--- src/rtl/challenge_stream_network_if.sv ---
// Stream bundle for the challenge network: narrow-word challenge input, per-chain output beats.
// The master modport is the source/consumer side, the slave modport is the network itself.
interface challenge_stream_network_if #(
  parameter int N  = 64,
  parameter int W  = 16,
  parameter int K  = 4,
  parameter int CW = (K > 1) ? $clog2(K) : 1
);
  logic          in_valid;
  logic          in_ready;
  logic [W-1:0]  in_data;
  logic          mode_xor;
  logic          out_valid;
  logic          out_ready;
  logic [N-1:0]  out_data;
  logic [CW-1:0] out_chain;
  logic          busy;

  modport master (
    output in_valid, in_data, mode_xor, out_ready,
    input  in_ready, out_valid, out_data, out_chain, busy
  );

  modport slave (
    input  in_valid, in_data, mode_xor, out_ready,
    output in_ready, out_valid, out_data, out_chain, busy
  );
endinterface

--- src/rtl/challenge_stream_network.sv ---
// Collects an N-bit PUF challenge as N/W words, then emits K per-chain variants:
// each chain sees the challenge rotated left by k*SHIFT_STEP, optionally through the pairwise-XOR net.
module challenge_stream_network #(
  parameter int N          = 64,
  parameter int W          = 16,
  parameter int K          = 4,
  parameter int SHIFT_STEP = 1
) (
  input  logic                   clk,
  input  logic                   rst_n,
  challenge_stream_network_if.slave bus
);

  localparam int NW  = N / W;
  localparam int LCW = (NW > 1) ? $clog2(NW) : 1;
  localparam int CW  = (K > 1) ? $clog2(K) : 1;
  localparam int S   = SHIFT_STEP % N;

  localparam logic [LCW-1:0] LAST_WORD  = LCW'(NW - 1);
  localparam logic [CW-1:0]  LAST_CHAIN = CW'(K - 1);

  localparam logic [0:0] ST_LOAD = 1'b0;
  localparam logic [0:0] ST_EMIT = 1'b1;

  logic [0:0]     r_state;
  logic [LCW-1:0] r_loadCnt;
  logic [N-1:0]   r_rot;
  logic           r_mode;
  logic [CW-1:0]  r_chain;

  logic           w_inReady;
  logic           w_outValid;
  logic           w_inFire;
  logic           w_outFire;
  logic [N-1:0]   w_rotNext;
  logic [N-1:0]   w_xorNet;

  assign w_inReady  = (r_state == ST_LOAD);
  assign w_outValid = (r_state == ST_EMIT);
  assign w_inFire   = bus.in_valid & w_inReady;
  assign w_outFire  = w_outValid & bus.out_ready;

  // Left rotation by S as pure wiring; S = 0 degenerates to identity.
  for (genvar gi = 0; gi < N; gi++) begin : g_rot
    assign w_rotNext[(gi + S) % N] = r_rot[gi];
  end

  // Even pairs fill the low half, odd pairs fill the upper half above the pass-through of bit 0.
  assign w_xorNet[N/2] = r_rot[0];
  for (genvar gi = 0; gi < N/2; gi++) begin : g_xorEven
    assign w_xorNet[gi] = r_rot[2*gi] ^ r_rot[2*gi+1];
  end
  for (genvar gi = 0; gi < N/2 - 1; gi++) begin : g_xorOdd
    assign w_xorNet[N/2 + 1 + gi] = r_rot[2*gi+1] ^ r_rot[2*gi+2];
  end

  assign bus.in_ready  = w_inReady;
  assign bus.out_valid = w_outValid;
  assign bus.out_data  = r_mode ? w_xorNet : r_rot;
  assign bus.out_chain = r_chain;
  assign bus.busy      = (r_state != ST_LOAD) || (r_loadCnt != '0);

  always_ff @(posedge clk or negedge rst_n) begin
    if (!rst_n) begin
      r_state   <= ST_LOAD;
      r_loadCnt <= '0;
      r_rot     <= '0;
      r_mode    <= 1'b0;
      r_chain   <= '0;
    end else if (r_state == ST_LOAD) begin
      if (w_inFire) begin
        for (int j = 0; j < NW; j++) begin
          if (r_loadCnt == LCW'(j)) begin
            r_rot[j*W +: W] <= bus.in_data;
          end
        end
        // Mode is sampled only with the final word so the whole challenge uses one mode.
        if (r_loadCnt == LAST_WORD) begin
          r_loadCnt <= '0;
          r_mode    <= bus.mode_xor;
          r_chain   <= '0;
          r_state   <= ST_EMIT;
        end else begin
          r_loadCnt <= r_loadCnt + 1'b1;
        end
      end
    end else begin
      if (w_outFire) begin
        if (r_chain == LAST_CHAIN) begin
          r_chain <= '0;
          r_state <= ST_LOAD;
        end else begin
          r_rot   <= w_rotNext;
          r_chain <= r_chain + 1'b1;
        end
      end
    end
  end

endmodule

--- src/flat_wrapper.sv ---
// flat-port wrapper written by rule: the top's interface ports become plain ports
module challenge_stream_network_flat 
#(
  parameter int N          = 64,
  parameter int W          = 16,
  parameter int K          = 4,
  parameter int SHIFT_STEP = 1
)
  (clk, rst_n, bus_in_valid, bus_in_data, bus_mode_xor, bus_out_ready, bus_in_ready, bus_out_valid, bus_out_data, bus_out_chain, bus_busy);
  challenge_stream_network_if #(.N(N), .W(W), .K(K)) bus_i ();
  input  logic clk;
  input  logic rst_n;
  input wire logic [$bits(bus_i.in_valid)-1:0] bus_in_valid;
  input wire logic [$bits(bus_i.in_data)-1:0] bus_in_data;
  input wire logic [$bits(bus_i.mode_xor)-1:0] bus_mode_xor;
  input wire logic [$bits(bus_i.out_ready)-1:0] bus_out_ready;
  output wire logic [$bits(bus_i.in_ready)-1:0] bus_in_ready;
  output wire logic [$bits(bus_i.out_valid)-1:0] bus_out_valid;
  output wire logic [$bits(bus_i.out_data)-1:0] bus_out_data;
  output wire logic [$bits(bus_i.out_chain)-1:0] bus_out_chain;
  output wire logic [$bits(bus_i.busy)-1:0] bus_busy;
  assign bus_i.in_valid = bus_in_valid;
  assign bus_i.in_data = bus_in_data;
  assign bus_i.mode_xor = bus_mode_xor;
  assign bus_i.out_ready = bus_out_ready;
  assign bus_in_ready = bus_i.in_ready;
  assign bus_out_valid = bus_i.out_valid;
  assign bus_out_data = bus_i.out_data;
  assign bus_out_chain = bus_i.out_chain;
  assign bus_busy = bus_i.busy;
  challenge_stream_network #(.N(N), .W(W), .K(K), .SHIFT_STEP(SHIFT_STEP)) u_core (.clk(clk), .rst_n(rst_n), .bus(bus_i));
endmodule
--- config.mk ---
export PLATFORM = sky130hd
export DESIGN_NAME = challenge_stream_network_flat
export DESIGN_NICKNAME = d
export VERILOG_FILES = /design/src/rtl/challenge_stream_network_if.sv /design/src/rtl/challenge_stream_network.sv /design/src/flat_wrapper.sv
export SDC_FILE = /design/constraint.sdc
export NUM_CORES = 1
export LEC_CHECK = 0
export ABC_AREA = 0
export CAP_MARGIN = 15
export CORE_MARGIN = 4
export CORE_UTILIZATION = 54
export CTS_BUF_LIST = sky130_fd_sc_hd__clkbuf_8
export CTS_CLUSTER_DIAMETER = 60
export DETAILED_ROUTE_END_ITERATION = 12
export PLACE_DENSITY = 0.87
export SKIP_CTS_REPAIR_TIMING = 1
export SYNTH_ARGS = -nofsm -noshare
export SYNTH_HDL_FRONTEND = slang
export SYNTH_SLANG_ARGS = --single-unit
--- constraint.sdc ---
create_clock -name clk -period 1.8 [get_ports clk]
set_input_delay 0.36 -clock clk [delete_from_list [all_inputs] [get_ports clk]]
set_output_delay 0.36 -clock clk [all_outputs]
set_load 0.02 [all_outputs]
==> flow_results.org, run 1 <==
** Global route
- Pin count of the biggest net entering global routing :: between 70 and 80
- For this run the aggregate overflow at the end of global routing stands at 0.
- The number of antenna violations at the first check in global routing is 0.
- For this run, the total global-route usage over all layers was measured as 0.245.
- Vias in the first global route :: approximately 4,100
- First-pass GRT wire length :: approximately 20 mm

** Cells and area
- Measured on the finished design, the core utilization comes to 0.800.
- The area growth from synthesis to layout is 41.6%.
- Layout Cell Area excl Fill :: 6670 sq um
- Leaving out filler cells and counting taps, the final layout contains 755.
- Fill cell instance count of the final layout :: 485
- The sequential cells in the finished layout cover a total of ~1800 sq um.
- 0 antenna diodes ended up in the layout.
- Fraction of final layout cells with drive strength greater than 1 :: 0.412
- Area of combinational cells with multiple inputs :: roughly 3200 sq um
- In the final design database the tool counted 674 nets.

** Floorplan
- For this configuration, the core starts out at a cell density of 0.565.
- The die is 101 um wide.
- # rows :: 33
- Full die area :: between 10,000 and 15,000 sq um
- The die is ~100 um tall.
- The floorplan step defined a core boundary enclosing around 8300 sq um.
- Num ports :: 90

** Yosys
- Of the post-synthesis cell area, the dominant cell type holds 0.372.
- Largest area contributor in the netlist :: dfrtp_1
- Dividing the synthesized area by the synthesized cell count gives about 9 sq um.
- The synthesized netlist contains 24 unique library cells.
- Yosys mapped a number of flops with a built-in enable equal to 0.
- In the synthesized netlist the dominant register cell turns out to be dfrtp_1.
- Synth Instances :: around 530
- Post-Syn Nets :: 560
- The most common cell in the synthesized netlist is nand2_1.
- Proportion of synthesized chip area in sequential cells :: 0.372
- For this run, asynchronously set or reset flops after synthesis account for 1.00.
- Summing every instance area after synthesis gives between 4000 and 5000 sq um.
- Ranked by total cell area, the synthesized netlist is headed by dfrtp_1 37%, xnor2_1 12%, nand2_1 11%, mux2_4 9.6%, mux2_2 8.8%.
- Post-synth top cells :: 135 x nand2_1, 70 x dfrtp_1, 64 x nor2_1, 63 x xnor2_1, 62 x a21oi_1
- For this run, the number of Yosys warnings is 0.
- Synthesis inferred 70 register bits.

** Critical path
- Data required time of the critical path :: roughly 1.4 ns
- The signal on the critical path passes through buf_6, buf_12, buf_12, a21oi_2, buf_6.
- Crit path arrival time :: roughly 1.6 ns
- Cell type of the slowest stage on the worst timing path :: dfrtp_4
- Counting both buffers and inverters, the worst setup path holds a total of 4.
- Slowest stage delay, CP :: roughly 0.54 ns
- Among cell families on the critical path, the largest total delay comes from buffers and inverters.
- Along the worst path, the maximum fanout reaches 6.
- STA classifies the critical path endpoint as an output port.
- The worst setup path is launched from a register.
- The critical path is of the register to output port type.

** Timing
- Crit path setup slack, layout :: -0.197 ns
- Setup repair after global routing could not meet its margin everywhere.
- Dividing the final minimum period by the clock period gives 1.11.
- Headroom to the max-slew limit came out at 0.752.
- Timing would allow up to ~500 MHz.
- The max-slew violation count was 0.
- At the pin with the least slew margin, the transition time is roughly 0.37 ns.
- On the final layout, the worst clock skew is 0.0162 ns.
- Setup violations remaining at the end of the flow were counted as 64.
- The routed design could run at a clock period as short as between 1.5 and 2 ns.
- Summed over all failing endpoints, the final setup total negative slack is -6.08 ns.
- Count of final hold-check violations :: 0

** Clocking
- Sink count of the clock tree :: 70
- Clock latency on the worst-skew pair :: roughly 0.36 ns
- Library cell used as clock root buffer :: clkbuf_8
- Max Buffers Root-to-Sink :: 2
- In this run, CTS created clock tree buffers numbering 9.
- Clock tree from TritonCTS :: done
- Reg clk slew, reported paths :: roughly 0.080 ns
- H-tree lvl count :: 3

** Place
- Post-DP Area :: 5880 sq um
- Counting tap cells, the placed design contains a total of ~730 instances.
- Routability congestion estimate :: 0.863
- Number of I/O port buffers :: slightly below 90
- Summed over all nets, the half-perimeter wirelength after detailed placement is 8.83 mm.

** Hold path
- Hold WC Path Type :: primary input to async pin

** Routing
- Count of TritonRoute iterations in the first routing pass :: 7
- In this run the remaining antenna-violating nets after routing total 0.
- Using the TritonRoute via totals, the vias-per-cell ratio works out to approximately 5.7.
- # DRC :: 0
- Routed len/inst :: 19.9 um
- The detailed router placed between 4,000 and 5,000 vias in this run.
- Summed over all layers, the routed wires come to around 15 mm.
- After the first detailed-routing iteration, the DRC count stood at ~310.

** Flow run
- The tool flagged a number of max-cap violations equal to 0.

** Status
- The run finished, with violations left.
- The final reports fail on negative setup slack.
==> kinds of logic (layout without fill, tap and decap cells) <==
kind of cell	after synthesis	count (layout)	share of synthesized area
AND/OR/NAND/NOR	219	219	0.186
flip-flops	70	70	0.372
multiplexers	68	68	0.186
adder cells (fa/ha/maj)	7	7	0.0186
AO/OA/AOI/OAI	71	71	0.0792
buffers and inverters	34	152	0.0412
XOR/XNOR	63	63	0.117
==> through the flow <==
stage | setup slack [ns] | hold WS, ns
detailed placement | -0.211 | 0.411
global placement | -0.165 | 0.410
global route | -0.204 | 0.0593
CTS | -0.615 | 0.0400
finish | -0.197 | 0.0256
floorplan | 0.0679 | 0.0644
==> state kept, by name, summed over array words and instances (netlist names) <==
| signal | cells |
|---|---|
| u_core.r_mode | 1 |
| u_core.r_loadCnt | 2 |
| u_core.bus.out_valid | 1 |
| u_core.r_rot | 64 |
| u_core.bus.out_chain | 2 |
==> layout make-up <==
| class | instances | area share |
|---|---|---|
| sequential | 70 | 0.263 |
| clock buffer | 12 | 0.0248 |
| clock inverter | 3 | 0.00638 |
| tap | 105 | 0.0197 |
| inverter | 3 | 0.00169 |
| multi-input combinational | 428 | 0.474 |
| timing repair buffer | 134 | 0.210 |
==> cells in the final DEF (no fill, tap or decap), drive strengths merged, types with 7 or more instances in the layout <==
cell	instances
a21oi	62
ha	7
clkdlybuf4s50	20
mux2	67
dfrtp	70
nor2	64
clkbuf	19
nand2b	16
buf	102
xnor2	63
nand2	135
==> path summary, 6_finish.rpt <==
| kind | cells after the start | slack (ns) | from | end |
|---|---|---|---|---|
| max reg2reg | 5 | 0.09 | u_core.bus.out_chain[0]$_DFFE_PN0P_ | u_core.r_rot[33]$_DFFE_PN0P_ |
| min | 2 | 0.03 | rst_n | u_core.r_rot[9]$_DFFE_PN0P_ |
| min reg2reg | 1 | 0.60 | u_core.r_rot[0]$_DFFE_PN0P_ | u_core.r_rot[0]$_DFFE_PN0P_ |
| min in group clk | 1 | 0.60 | u_core.r_rot[0]$_DFFE_PN0P_ | u_core.r_rot[0]$_DFFE_PN0P_ |
| max | 5 | -0.20 | u_core.r_mode$_DFFE_PN0P_ | bus_out_data[21] |
| max in group asynchronous | 2 | 1.47 | rst_n | u_core.r_mode$_DFFE_PN0P_ |
==> metal layers <==
metal,global-route usage,up-vias,wire length (um)
met1,0.318,2109,5840
met3,0.0427,40,862
met4,0.125,0,472
met5,0,-,0
met2,0.392,211,7830
li1,-,1966,-
Power of run 1 is left out: the tool's default activity adds up to more than one toggle a clock period on the data nets, which glitch-free logic cannot reach.
==> inputs of run 2 (changes only) <==
- CORE_UTILIZATION: 54 -> 40
- PLACE_DENSITY: 0.87 -> not set
- PLACE_DENSITY_LB_ADDON: not set -> 0.3
==> run 2 against run 1 <==
Against the previous run:
- clock skew shrank 0.0075 ns
- utilization fell by 27 points
- cell count is 3.7% higher
- via count decreased by 5.3%
- non-clock buffer count decreased by 11
- flip-flop and latch count stayed put
- global-route usage decreased by 5.1 points
- design area down 8.8%
- critical path type unchanged
- worst setup slack improved by 0.11 ns
- critical endpoint is now bus_out_data[32]
- count of clock-buffer cells in the layout fell by 2
- hold slack better by 0.49 ns
- sequential share of layout area is 2.5 points higher
- the flow still finishes with violations (negative setup slack)
==> flow_results.org, run 2 (synthesis gave the netlist of run 1 again) <==
** Cells and area
- The total area of sequential cells is 1760 sq um (unchanged).
- The area growth from synthesis to final layout came to 29.1% (was 41.6%).
- Fraction of final layout cells with drive strength greater than 1 :: 0.305 (was 0.412)
- The total of fill cells in the finished design came to 1,071 (was 485).
- Number of flip-flops under the largest register name :: 64 (unchanged)
- The register name with the most flops is u_core.r_rot (unchanged).
- The leading cell type in the layout, fill and taps excluded is nand2_1 (unchanged).
- Diode insertion count for antenna repair :: 0 (unchanged)
- Layout Nets :: 663 (was 674)
- Top library cells by usage in the layout, fill and taps aside: 135 x nand2_1, 80 x buf_4, 68 x dfrtp_1 (was 135 x nand2_1, 68 x dfrtp_1, 63 x xnor2_1).
- The combined area of the multi-input logic cells came to 2790 sq um (was 3160 sq um).
- The post-route non-filler standard cell count was 783 (was 755).
- Layout Cell Area excl Fill :: 6080 sq um (was 6670 sq um)
- Final Core Density :: 0.530 (was 0.800)

** Routing
- The number of routed nets with antenna violations is 0 (unchanged).
- Routed vias :: 4,098 (was 4,326)
- The average wire per standard cell was 16.3 um (was 19.9 um).
- The routed wire length came to 12.8 mm (was 15.0 mm).
- Detailed router's first-iteration violation count :: 245 (was 314)
- # DRC :: 0 (unchanged)
- Count of TritonRoute iterations in the first routing pass :: 4 (was 7)
- Detail-routed via count per cell :: 5.23 (was 5.73)

** Critical path
- The critical register-to-register path endpoint is u_core.r_rot[20]$_DFFE_PN0P_ (was u_core.r_rot[33]$_DFFE_PN0P_).
- CP startpoint kind :: register (unchanged)
- Endpoint kind of the worst setup timing path :: output port (unchanged)
- Cell type of the slowest stage on the worst timing path :: dfrtp_4 (unchanged)
- The arrival time at the worst endpoint is 1.53 ns (was 1.64 ns).
- The depth of the worst register-to-register path came to 5 (unchanged).
- Crit-path max FO :: 39 (was 6)
- Start-to-end type of the worst setup path :: register to output port (unchanged)
- The largest incremental delay on the critical path was 0.48 ns (was 0.54 ns).
- The setup slack of the worst register-to-register path was 0.09 ns (about the same).
- Data required time of the critical path :: 1.44 ns (about the same)
- Worst path cell trace :: buf_12, mux2_2, clkbuf_2 (was buf_6, buf_12, buf_12, a21oi_2, buf_6)
- The critical register-to-register path startpoint is u_core.bus.out_chain[0]$_DFFE_PN0P_ (unchanged).

** Timing
- The final count of hold timing violations is 0 (unchanged).
- Max Clock Skew :: 0.00879 ns (was 0.0162 ns)
- The worst-case headroom to the max-slew limit is 0.679 (was 0.752).
- Clock period minus worst slack :: 1.89 ns (was 2.00 ns)
- The smallest setup slack after layout came to -0.0893 ns (was -0.197 ns).
- The top achievable clock speed is 529 MHz (was 501 MHz).
- Final worst-path cycle share :: 1.05 (was 1.11)
- The max-slew violation count is 0 (unchanged).
- Unrepaired setup endpoints after global routing :: yes (unchanged)
- Transition at the pin with the smallest max-transition slack :: 0.482 ns (was 0.373 ns)
- Total of endpoints with negative setup slack in the final report :: 18 (was 64)

** Clocking
- Sink count of the clock tree :: 70 (unchanged)
- The buffer levels on the longest clock path is 2 (unchanged).
- The number of levels the H-tree was split into is 3 (unchanged).
- Clock tree from TritonCTS :: done (unchanged)
- Clock latency on the worst-skew pair :: 0.34 ns (was 0.36 ns)
- The number of CTS-inserted buffers came to 9 (unchanged).
- The master cell of the clock root buffer was clkbuf_8 (unchanged).
- The clock transition time at the flip-flop clock pins of the worst setup and hold paths is 0.08 ns (about the same).

** Place
- Number of I/O port buffers :: 89 (unchanged)
- The standard cell area after detailed placement is 5970 sq um (was 5880 sq um).
- Cells after DPL :: 766 (was 725)
- Routability congestion estimate :: 0.859 (was 0.863)
- HPWL after detailed placement :: 9.33 mm (was 8.83 mm)

** Global route
- Pin count of the biggest net entering global routing :: 53 (was 71)
- The total congestion overflow after global routing is 0 (unchanged).
- The overall fraction of global-route tracks in use was 0.194 (was 0.245).
- The first-pass GRT wire length was 20.8 mm (was 19.7 mm).
- Vias in the first global route :: 4,108 (was 4,084)
- The number of antenna violations at the first check in global routing came to 1 (was 0).

** Floorplan
- Full die area :: 13,600 sq um (was 10,300 sq um)
- The height of the die is 117 um (was 101 um).
- The placeable core region was 11,500 sq um (was 8340 sq um).
- # rows :: 39 (was 33)
- Horizontal die dimension :: 117 um (was 101 um)
- Num ports :: 90 (unchanged)
- The starting density of the core is 0.411 (was 0.565).

** Hold path
- The class of the worst hold path is primary input to async pin (unchanged).

** Status
- Failing checks: negative setup slack (unchanged).
- Result of the run :: finished with violations (unchanged)

** Flow run
- Reported max-cap violation count :: 0 (unchanged)
[run 2: changes by cell type in the layout (fill, tap and decap cells not counted), moves of 6 or more]
cell,delta
a21oi_4,-9
clkbuf_16,-6
nor2_2,-11
buf_6,-23
buf_4,+24
a21oi_1,+31
buf_2,-6
nor2_1,+32
nor2_4,-21
a21oi_2,-22
[run 2: how the worst max path moves through the flow]
| stage | start | to | depth (start not counted) |
|---|---|---|---|
| 2_1_floorplan | u_core.bus.out_chain[0]$_DFFE_PN0P_ | u_core.r_rot[0]$_DFFE_PN0P_ | 6 |
| 3_3_place_gp | u_core.r_mode$_DFFE_PN0P_ | bus_out_data[6] | 4 |
| 3_5_place_dp | bus_in_valid | u_core.r_rot[20]$_DFFE_PN0P_ | 5 |
| 4_1_cts | u_core.r_mode$_DFFE_PN0P_ | bus_out_data[6] | 4 |
| 5_1_grt | u_core.r_mode$_DFFE_PN0P_ | bus_out_data[32] | 3 |
| 6_report | u_core.r_mode$_DFFE_PN0P_ | bus_out_data[32] | 3 |
[run 2: cell type report]
cell class | count | share of cell area
clock buffers | 10 | 0.0226
repair buffers | 123 | 0.180
multi-input cells | 428 | 0.459
well taps | 143 | 0.0294
flip-flops and latches | 70 | 0.289
clock inverters | 6 | 0.0179
inverters | 3 | 0.00185
[run 2: layer usage]
layer | wire [um] | share of wire | GRT usage | vias to the layer above
met1 | 5670 | 0.44 | 0.268 | 1985
li1 | - | - | - | 1943
met5 | 10 | 0.00078 | 0 | -
met4 | 301 | 0.024 | 0.0688 | 2
met2 | 5870 | 0.46 | 0.305 | 140
met3 | 925 | 0.072 | 0.0347 | 28
[run 2: worst max-delay path: cells and delay by family, from the launching register on]
family / cells / cell delay [ns]
buf+inv: 2 / 0.36
mux: 1 / 0.35
flops: 1 / 0.48
[run 2: through the flow]
step | TNS, ns | setup WS, ns | hold slack, ns
after floorplan | 0 | 0.0679 | 0.0644
after global placement | -9.59 | -0.154 | 0.341
after detailed placement | -12.54 | -0.205 | 0.346
after CTS | -29.30 | -0.558 | -0.0292
after global routing | -4.09 | -0.160 | 0.541
final | -0.481 | -0.0893 | 0.512
Power of run 2 is left out for the same reason.
==> inputs of run 3 (changes only) <==
- CTS_CLUSTER_SIZE: not set -> 8
- SKIP_CTS_REPAIR_TIMING: 1 -> not set
==> run 3 against run 2 <==
Against the previous run:
- the flow still finishes with violations (negative setup slack)
- first-iteration DRC count is 5.3% lower
- utilization is 6.7 points higher
- worst setup slack worse by 0.050 ns
- global-route usage is 1.1 points higher
==> flow_results.org, run 3 (synthesis gave the netlist of run 1 again) <==
** Status
- Failing checks: negative setup slack (unchanged).
- Result of the run :: finished with violations (unchanged)

** Hold path
- Hold WC Path Type :: primary input to async pin (unchanged)

** Floorplan
- Area of the core :: 11,500 sq um (unchanged)
- Full die area :: 13,600 sq um (unchanged)
- The starting density of the core is 0.411 (unchanged).
- Horizontal die dimension :: 117 um (unchanged)
- Vertical die dimension :: 117 um (unchanged)
- The number of standard-cell rows in the floorplan is 39 (unchanged).
- Num ports :: 90 (unchanged)

** Cells and area
- Number of flip-flops under the largest register name :: 64 (unchanged)
- The register name with the most flops is u_core.r_rot (unchanged).
- Area overhead of the layout relative to synthesis :: 45.6% (was 29.1%)
- Fraction of final layout cells with drive strength greater than 1 :: 0.405 (was 0.305)
- Top library cells by usage in the layout, fill and taps aside: 134 x nand2_1, 68 x dfrtp_1, 63 x xnor2_1 (was 135 x nand2_1, 80 x buf_4, 68 x dfrtp_1).
- Post-route insts no fill :: 797 (was 783)
- The antenna cell count came to 0 (unchanged).
- Final Core Density :: 0.598 (was 0.530)
- The leading cell type in the layout, fill and taps excluded was nand2_1 (unchanged).
- The number of nets at the end of the flow was 677 (was 663).
- The finished layout cell area was 6860 sq um (was 6080 sq um).

** Routing
- Post-detailed-route count of antenna-violating nets :: 0 (unchanged)
- Met2 wire len :: 7.00 mm (was 5.87 mm)
- Detailed router's first-iteration violation count :: 232 (was 245)
- WL met1 :: 6.28 mm (was 5.67 mm)
- Count of TritonRoute iterations in the first routing pass :: 5 (was 4)
- The routed wire length on met3 was 961 um (was 925 um).
- Post-detailed-routing wire length :: 14.7 mm (was 12.8 mm)
- Routed len/inst :: 18.4 um (was 16.3 um)
- The number of vias in the routed layout came to 4,258 (was 4,098).
- Uppermost metal layer occupied by signal nets :: met4 (was met5)
- The number of vias per cell was 5.34 (was 5.23).
- The number of remaining DRC errors is 0 (unchanged).

** Clocking
- The number of levels the H-tree was split into came to 3 (unchanged).
- The clock tree from TritonCTS is done (unchanged).
- The number of clock sinks was 70 (unchanged).
- Max Buffers Root-to-Sink :: 2 (unchanged)
- Clock latency on the worst-skew pair :: 0.35 ns (was 0.34 ns)
- Reg clk slew, reported paths :: 0.09 ns (was 0.08 ns)
- The master cell of the clock root buffer was clkbuf_8 (unchanged).
- Number of CTS-inserted buffers :: 9 (unchanged)

** Place
- The estimated wirelength of the detail-placed design is 9.33 mm (unchanged).
- Number of I/O port buffers :: 89 (unchanged)
- The standard cell area after detailed placement came to 5970 sq um (unchanged).
- The placer's final routability congestion estimate was 0.859 (unchanged).
- The cell total after placement is 766 (unchanged).

** Critical path
- The peak fanout along the critical path is 7 (was 39).
- The arrival time at the worst endpoint came to 1.58 ns (was 1.53 ns).
- Data required time of the critical path :: 1.44 ns (about the same)
- Start-to-end type of the worst setup path :: register to output port (unchanged)
- CP startpoint kind :: register (unchanged)
- Endpoint kind of the worst setup timing path :: output port (unchanged)

** Timing
- Unrepaired setup endpoints after global routing: yes (unchanged).
- The pin slew with the least headroom to its limit came to 0.485 ns (was 0.482 ns).
- Worst relative slew slack :: 0.676 (was 0.679)
- Clock period minus worst slack :: 1.94 ns (was 1.89 ns)
- Pins over their slew limit :: 0 (unchanged)
- The final-report setup violation count was 63 (was 18).
- The smallest setup slack after layout is -0.139 ns (was -0.0893 ns).
- Final worst-path cycle share :: 1.08 (was 1.05)
- The final count of hold timing violations is 0 (unchanged).
- Max Freq :: 516 MHz (was 529 MHz)
- Hold_ws :: 0.505 ns (was 0.512 ns)
- Max Clock Skew :: 0.00940 ns (was 0.00879 ns)

** Global route
- The number of global-route vias before repair is 4,255 (was 4,108).
- The first-pass GRT wire length was 21.8 mm (was 20.8 mm).
- Antenna violations before repair :: 0 (was 1)
- The total congestion overflow after global routing is 0 (unchanged).
- The overall fraction of global-route tracks in use was 0.204 (was 0.194).
- The largest net degree at the start of global routing was 53 (unchanged).

** Flow run
- Reported max-cap violation count :: 0 (unchanged)
-- run 3: changes by cell type in the layout (fill, tap and decap cells not counted), moves of 5 or more --
cell      before  now
a21oi_2        2   17
a21oi_1       60   30
buf_12        10   16
buf_6          0   28
buf_4         80   61
a21oi_4        0   15
nor2_4         1   24
nor2_1        58   34
clkbuf_2       5    0
-- run 3: timing repair --
action / in CTS / in global routing
hold buffers: 1 / 0
buffers inserted: 4 / 5
hold endpoints to repair: 16 / 0
gates cloned: 3 / 4
pin swaps: 1 / 19
setup endpoints to repair: 67 / 67
gates resized for setup: 365 / 108
-- run 3: cell type report --
type / count / area [sq um]
well taps: 143 / 179
clock buffers: 10 / 138
fillers: 957 / 4610
flip-flops and latches: 70 / 1760
multi-input cells: 428 / 3200
inverters: 3 / 11.3
repair buffers: 137 / 1470
clock inverters: 6 / 109
-- run 3: per-stage QoR --
| stage | worst slack [ns] | setup TNS, ns |
|---|---|---|
| 6_report | -0.139 | -3.84 |
| 5_1_grt | -0.181 | -8.05 |
| 4_1_cts | -0.179 | -4.63 |
| 3_5_place_dp | -0.205 | -12.54 |
| 3_3_place_gp | -0.154 | -9.59 |
| 2_1_floorplan | 0.0679 | 0 |
-- run 3: final timing paths --
path,startpoint,end,slack [ns],cells after the start
setup / recovery,u_core.r_mode$_DFFE_PN0P_,bus_out_data[12],-0.14,5
hold / removal,rst_n,u_core.r_rot[36]$_DFFE_PN0P_,0.51,2
setup reg to reg,u_core.bus.out_chain[0]$_DFFE_PN0P_,u_core.r_rot[20]$_DFFE_PN0P_,0.03,5
hold reg to reg,u_core.r_rot[0]$_DFFE_PN0P_,u_core.r_rot[0]$_DFFE_PN0P_,0.60,1
max in group asynchronous,rst_n,u_core.r_rot[46]$_DFFE_PN0P_,0.73,3
min in group clk,u_core.r_rot[0]$_DFFE_PN0P_,u_core.r_rot[0]$_DFFE_PN0P_,0.60,1
-- run 3: routing by layer --
metal,track usage,vias to the layer above
met2,0.328,144
met5,0,-
met3,0.0368,38
met1,0.278,2112
met4,0.0712,0
li1,-,1964
-- run 3: worst max-delay path, cell delays in order, from the launching register on --
cell and delay, ns:
dfrtp_4 0.56, buf_12 0.16, buf_12 0.14, buf_6 0.12, a21oi_4 0.13, buf_6 0.13
Power of run 3 is left out for the same reason.
